**config.mk**
```make
export PLATFORM = sky130hd
export DESIGN_NAME = shot_clock_param
export DESIGN_NICKNAME = d
export VERILOG_FILES = /design/src/rtl/shot_clock_param.sv
export SDC_FILE = /design/constraint.sdc
export NUM_CORES = 1
export LEC_CHECK = 0
export BUFFER_PORTS_ARGS = -buffer_cell sky130_fd_sc_hd__buf_2
export CAP_MARGIN = 20
export CELL_PAD_IN_SITES_DETAIL_PLACEMENT = 2
export CELL_PAD_IN_SITES_GLOBAL_PLACEMENT = 2
export CORE_MARGIN = 5
export CORE_UTILIZATION = 33
export CTS_CLUSTER_SIZE = 20
export DETAILED_ROUTE_END_ITERATION = 10
export PLACE_DENSITY = 0.74
export SLEW_MARGIN = 30
export SYNTH_ARGS = -nofsm -noshare
export SYNTH_HDL_FRONTEND = slang
export SYNTH_SLANG_ARGS = --single-unit
```
**constraint.sdc**
```tcl
create_clock -name clk -period 3.2 [get_ports clk]
set_input_delay 0.64 -clock clk [delete_from_list [all_inputs] [get_ports clk]]
set_output_delay 0.64 -clock clk [all_outputs]
set_load 0.02 [all_outputs]
```
**src/rtl/shot_clock_param.sv**
```systemverilog
// Shot-clock counter: two-digit BCD countdown with prescaler, full/short reload,
// timed expiry alarm and 7-segment decode with optional leading-zero blanking.
module shot_clock_param #(
  parameter int unsigned CLK_DIV        = 50_000_000,
  parameter int unsigned PRESET_FULL    = 24,
  parameter int unsigned PRESET_SHORT   = 14,
  parameter int unsigned ALARM_CYCLES   = 100_000_000,
  parameter bit          SEG_ACTIVE_LOW = 1'b1,
  parameter bit          BLANK_LZ       = 1'b0
) (
  input  logic       clk,
  input  logic       rst,
  input  logic       pause,
  input  logic       reload_full,
  input  logic       reload_short,
  output logic [3:0] timesh,
  output logic [3:0] timesl,
  output logic       alarm,
  output logic       expired,
  output logic [6:0] display1,
  output logic [6:0] display2
);

  localparam int unsigned PW = (CLK_DIV > 1) ? $clog2(CLK_DIV) : 1;
  localparam int unsigned AW = (ALARM_CYCLES > 1) ? $clog2(ALARM_CYCLES) : 1;

  localparam logic [PW-1:0] PreMax = PW'(CLK_DIV - 1);
  localparam logic [AW-1:0] AlmMax = AW'((ALARM_CYCLES > 0) ? ALARM_CYCLES - 1 : 0);

  localparam logic [3:0] FullTens   = 4'(PRESET_FULL / 10);
  localparam logic [3:0] FullUnits  = 4'(PRESET_FULL % 10);
  localparam logic [3:0] ShortTens  = 4'(PRESET_SHORT / 10);
  localparam logic [3:0] ShortUnits = 4'(PRESET_SHORT % 10);

  typedef enum logic [0:0] {StCount, StExpired} state_e;

  state_e        state_q, state_d;
  logic [3:0]    tens_q, tens_d;
  logic [3:0]    units_q, units_d;
  logic [PW-1:0] presc_q, presc_d;
  logic [AW-1:0] acnt_q, acnt_d;
  logic          alarm_q, alarm_d;

  always_ff @(posedge clk) begin
    if (rst) begin
      state_q <= StCount;
      tens_q  <= FullTens;
      units_q <= FullUnits;
      presc_q <= '0;
      acnt_q  <= '0;
      alarm_q <= 1'b0;
    end else begin
      state_q <= state_d;
      tens_q  <= tens_d;
      units_q <= units_d;
      presc_q <= presc_d;
      acnt_q  <= acnt_d;
      alarm_q <= alarm_d;
    end
  end

  always_comb begin
    state_d = state_q;
    tens_d  = tens_q;
    units_d = units_q;
    presc_d = presc_q;
    acnt_d  = acnt_q;
    alarm_d = alarm_q;

    if (reload_full || reload_short) begin
      // Full preset wins when both reloads are asserted together.
      tens_d  = reload_full ? FullTens : ShortTens;
      units_d = reload_full ? FullUnits : ShortUnits;
      presc_d = '0;
      acnt_d  = '0;
      alarm_d = 1'b0;
      state_d = StCount;
    end else begin
      case (state_q)
        StCount: begin
          if (!pause) begin
            if (presc_q == PreMax) begin
              presc_d = '0;
              if (units_q == 4'd0) begin
                units_d = 4'd9;
                tens_d  = tens_q - 4'd1;
              end else begin
                units_d = units_q - 4'd1;
              end
              if (tens_q == 4'd0 && units_q == 4'd1) begin
                state_d = StExpired;
                alarm_d = 1'b1;
                acnt_d  = '0;
              end
            end else begin
              presc_d = presc_q + PW'(1);
            end
          end
        end
        StExpired: begin
          // A zero duration keeps the alarm latched until the next reload.
          if (alarm_q && ALARM_CYCLES != 0) begin
            if (acnt_q == AlmMax) begin
              alarm_d = 1'b0;
            end else begin
              acnt_d = acnt_q + AW'(1);
            end
          end
        end
        default: ;
      endcase
    end
  end

  function automatic logic [6:0] seg7(input logic [3:0] d);
    logic [6:0] s;
    case (d)
      4'd0:    s = 7'b0111111;
      4'd1:    s = 7'b0000110;
      4'd2:    s = 7'b1011011;
      4'd3:    s = 7'b1001111;
      4'd4:    s = 7'b1100110;
      4'd5:    s = 7'b1101101;
      4'd6:    s = 7'b1111101;
      4'd7:    s = 7'b0000111;
      4'd8:    s = 7'b1111111;
      4'd9:    s = 7'b1101111;
      default: s = 7'b0000000;
    endcase
    return s;
  endfunction

  logic [6:0] seg_tens, seg_units;

  always_comb begin
    seg_tens  = (BLANK_LZ && tens_q == 4'd0) ? 7'b0000000 : seg7(tens_q);
    seg_units = seg7(units_q);
  end

  assign display1 = SEG_ACTIVE_LOW ? ~seg_tens : seg_tens;
  assign display2 = SEG_ACTIVE_LOW ? ~seg_units : seg_units;
  assign timesh   = tens_q;
  assign timesl   = units_q;
  assign alarm    = alarm_q;
  assign expired  = (state_q == StExpired);

endmodule

```
==> results.sh <==
export IMPL_route_detailed_drc=0
export IMPL_numCtsBuffers=9
export IMPL_maxCapViolCount=0
export IMPL_combinationalPowerShare=0.030
export IMPL_p_sw_frac=0.213
export IMPL_worstPathMaxFanout=4
export IMPL_ys_warn_count=0
export IMPL_min_period_over_period=0.927
export IMPL_timing_hold_ws_ns=0.505
export IMPL_internal_power_mw=1.65
export IMPL_async_reset_ff_frac=0
export IMPL_core_area_sq_mm=0.0122
export IMPL_setup_viol=0
export IMPL_yosys_area_top_type_share=0.373
export IMPL_power_ir_vdd_worst_mv=0.339
export IMPL_clockRootBuffer="sky130_fd_sc_hd__clkbuf_16"
export IMPL_topRoutingLayerUsed="met4"
export IMPL_f_max_mhz=337
export IMPL_die_height_microns=122
export IMPL_finish_net_count=559
export IMPL_global_route_usage_total=0.179
export IMPL_antenna_cells=0
export IMPL_yosysSeqAreaShare=0.373
export IMPL_die_area_sq_mm=0.0148
export IMPL_power_per_cell_area_mw_per_mm2=427
export IMPL_final_period_minus_worst_setup_slack_ns=2.96
export IMPL_critical_path_slowest_cell="sky130_fd_sc_hd__dfxtp_1"
export IMPL_finalPower_mw=2.09
export IMPL_dr_pass1_iters=4
export IMPL_cts_num_sinks=77
export IMPL_cts_tree="built"
export IMPL_grt_start_max_net_pins=26
export IMPL_met2WireLength_microns=6450
export IMPL_worst_slew_pin_transition_ns=0.654
export IMPL_worstPathArrival_ns=3.18
export IMPL_timing_max_transition_violations_final=0
export IMPL_max_slew_margin_rel=0.564
export IMPL_yosys_register_bits=77
export IMPL_globalplace_congestion=0.808
export IMPL_cts_htree_levels=3
export IMPL_number_of_global_route_vias_before_repair=4125
export IMPL_timing_hold_worst_start="presc_q[22]"
export IMPL_stdcell_area_sq_mm=0.00490
export IMPL_num_io_pins=29
export IMPL_global_route_wire_length_before_repair_microns=21300
export IMPL_crit_reg2reg_launch="presc_q[0]"
export IMPL_source_to_sink_clock_delay_at_the_later_pin_of_the_worst_skew_pair_ns=0.34
export IMPL_cpPeakStageDelay_ns=0.38
export IMPL_power_net_switching_uw=446
export IMPL_m1_wl_microns=5800
export IMPL_seq_power_share=0.462
export IMPL_critical_path_cell_chain="ha_1, and4bb_2, nand2_2, nor4_4, nand2_1, nor2_1, o21ai_0, buf_4, inv_1, ha_1, inv_1, o311ai_0, a22oi_1"
export IMPL_antenna_found_initial=0
export IMPL_timing_critical_path_from="presc_q[0]"
export IMPL_post_drt_wl_per_cell_microns=17.8
export IMPL_drive_above_1_share=0.153
export IMPL_synth_cells=498
export IMPL_hold_viol=0
export IMPL_largest_area_contributor_in_the_netlist="sky130_fd_sc_hd__dfxtp_1"
export IMPL_synth_enable_flop_cells=0
export IMPL_syn_nets=519
export IMPL_p_leak_nw=1.80
export IMPL_antenna_violating_nets_post_route=0
export IMPL_die_w_microns=122
export IMPL_finish_utilization=0.403
export IMPL_met3_length_microns=275
export IMPL_placed_area_sq_mm=0.00456
export IMPL_synth_area_sq_mm=0.00413
export IMPL_rows=40
export IMPL_hp_class="reg -> reg"
export IMPL_synth_avg_cell_area_sq_um=8.29
export IMPL_synth_lib_cells_used_distinct=62
export IMPL_worst_path_clk_slew_ns=0.06
export IMPL_critPathKind="reg -> reg"
export IMPL_hpwlAfterDp_microns=9160
export IMPL_clockPowerShare=0.509
export IMPL_drt_wl_total_microns=12600
export IMPL_grt_overflow_total=0
export IMPL_layout_area_overhead_vs_synth_pct=18.6
export IMPL_most_common_flop_cell_mapped_by_yosys="sky130_fd_sc_hd__dfxtp_1"
export IMPL_worst_skew_ns=0.00761
export IMPL_floorplan_initialDensity=0.339
export IMPL_worst_ep_required_time_ns=3.41
export IMPL_kind_of_capture_point_of_the_worst_setup_path="flop"
export IMPL_post_drt_via_cell_ratio=5.28
export IMPL_worstSetupStartpointType="flop"
export IMPL_post_cts_setup_bufs=0
export IMPL_outcome="finished, final reports clean"
export IMPL_synth_top_cells_by_area="sky130_fd_sc_hd__dfxtp_1 37%, sky130_fd_sc_hd__xor2_1 5.7%, sky130_fd_sc_hd__nor2_1 5.5%"
export IMPL_vias=3757
export IMPL_drt_iter0_markers=111
export IMPL_place_port_buffers=28
export IMPL_ctsLongestPathBuffers=2
==> cell type report <==
| class | instances | area (sq um) |
|---|---|---|
| clock buffers | 12 | 267 |
| clock inverters | 4 | 45.0 |
| fillers | 1415 | 7260 |
| inverters | 33 | 124 |
| multi-input cells | 367 | 2400 |
| flip-flops and latches | 77 | 1540 |
| well taps | 168 | 210 |
| repair buffers | 50 | 305 |
==> path summary, 6_finish.rpt <==
path	end	slack, ns	cells past startpoint
worst min-delay path	presc_q[22]	0.51	2
worst max-delay path	seg_units[5]	0.24	13
worst min register to register	presc_q[22]	0.51	2
worst max register to register	seg_units[5]	0.24	13
==> power groups by stage <==
stage	Clock [mW]	Sequential, mW	Combinational (mW)
2_1_floorplan	0	0.988	0.0334
3_3_place_gp	0	0.987	0.0584
3_5_place_dp	0	0.987	0.0619
4_1_cts	1.11	0.966	0.0631
5_1_grt	1.14	0.966	0.0686
6_report	1.06	0.966	0.0619
==> what timing repair did <==
action | in CTS | in global routing
hold buffers | 0 | 0
endpoints found under the setup margin | 0 | 2
resized for setup | 0 | 4
==> cells in the final DEF (no fill, tap or decap), drive strengths merged, types with 6 or more instances in the layout <==
master and n:
dfxtp 77, nor2 60, buf 50, nand2 33, inv 32, xor2 27, o21ai 26, a21oi 25
nand3 19, ha 16, nand4 15, nor3 15, xnor2 12, clkbuf 12, or3 11, o211ai 11
nor4 9, and2 8, and3 8, and4 7, o22ai 6
==> sequential cells by signal, summed over array words and instances (netlist names) <==
register / flops
timesh: 4
timesl: 4
expired: 1
seg_tens: 7
alarm: 1
seg_units: 7
presc_q: 26
acnt_q: 27
==> cell families (layout without fill, tap and decap cells) <==
family,count (synthesis),count (layout),synth area share
DFF,77,77,0.373
adders and majority gates,16,16,0.0485
and+or+nand+nor,214,214,0.286
buffers and inverters,54,99,0.0527
xor gates and xnor gates,39,39,0.0828
AOI/OAI and AO/OA,92,92,0.141
muxes,6,6,0.0149
==> metal layers <==
| metal | vias up | GRT usage |
|---|---|---|
| li1 | 1835 | - |
| met1 | 1879 | 0.215 |
| met2 | 35 | 0.324 |
| met3 | 8 | 0.0446 |
| met4 | 0 | 0.0378 |
| met5 | - | 0 |
==> critical path, delay by kind of cell, from the launching register on <==
| family | cells | cell delay, ns |
|---|---|---|
| AOI/OAI and AO/OA | 3 | 0.65 |
| DFF | 1 | 0.38 |
| and+or+nand+nor | 5 | 0.94 |
| buffers and inverters | 3 | 0.41 |
| adders and majority gates | 2 | 0.46 |
==> cells in the mapped netlist (13+ instances only) <==
library cell,number
sky130_fd_sc_hd__dfxtp_1,77
sky130_fd_sc_hd__nor2_1,60
sky130_fd_sc_hd__inv_1,32
sky130_fd_sc_hd__nand2_1,32
sky130_fd_sc_hd__xor2_1,27
sky130_fd_sc_hd__o21ai_0,26
sky130_fd_sc_hd__a21oi_1,25
sky130_fd_sc_hd__nand3_1,18
sky130_fd_sc_hd__ha_1,16
sky130_fd_sc_hd__nand4_1,15
sky130_fd_sc_hd__nor3_1,14
sky130_fd_sc_hd__clkbuf_1,13
==> through the flow <==
stage | setup slack (ns) | TNS (ns) | instances
floorplan | 0.171 | 0 | 498
global placement | 0.175 | 0 | 695
detailed placement | -0.000788 | -0.000788 | 695
CTS | 0.200 | 0 | 711
global route | -0.0682 | -0.0682 | 711
finish | 0.235 | 0 | 711
Note: power is estimated with default switching activity, not from simulation.
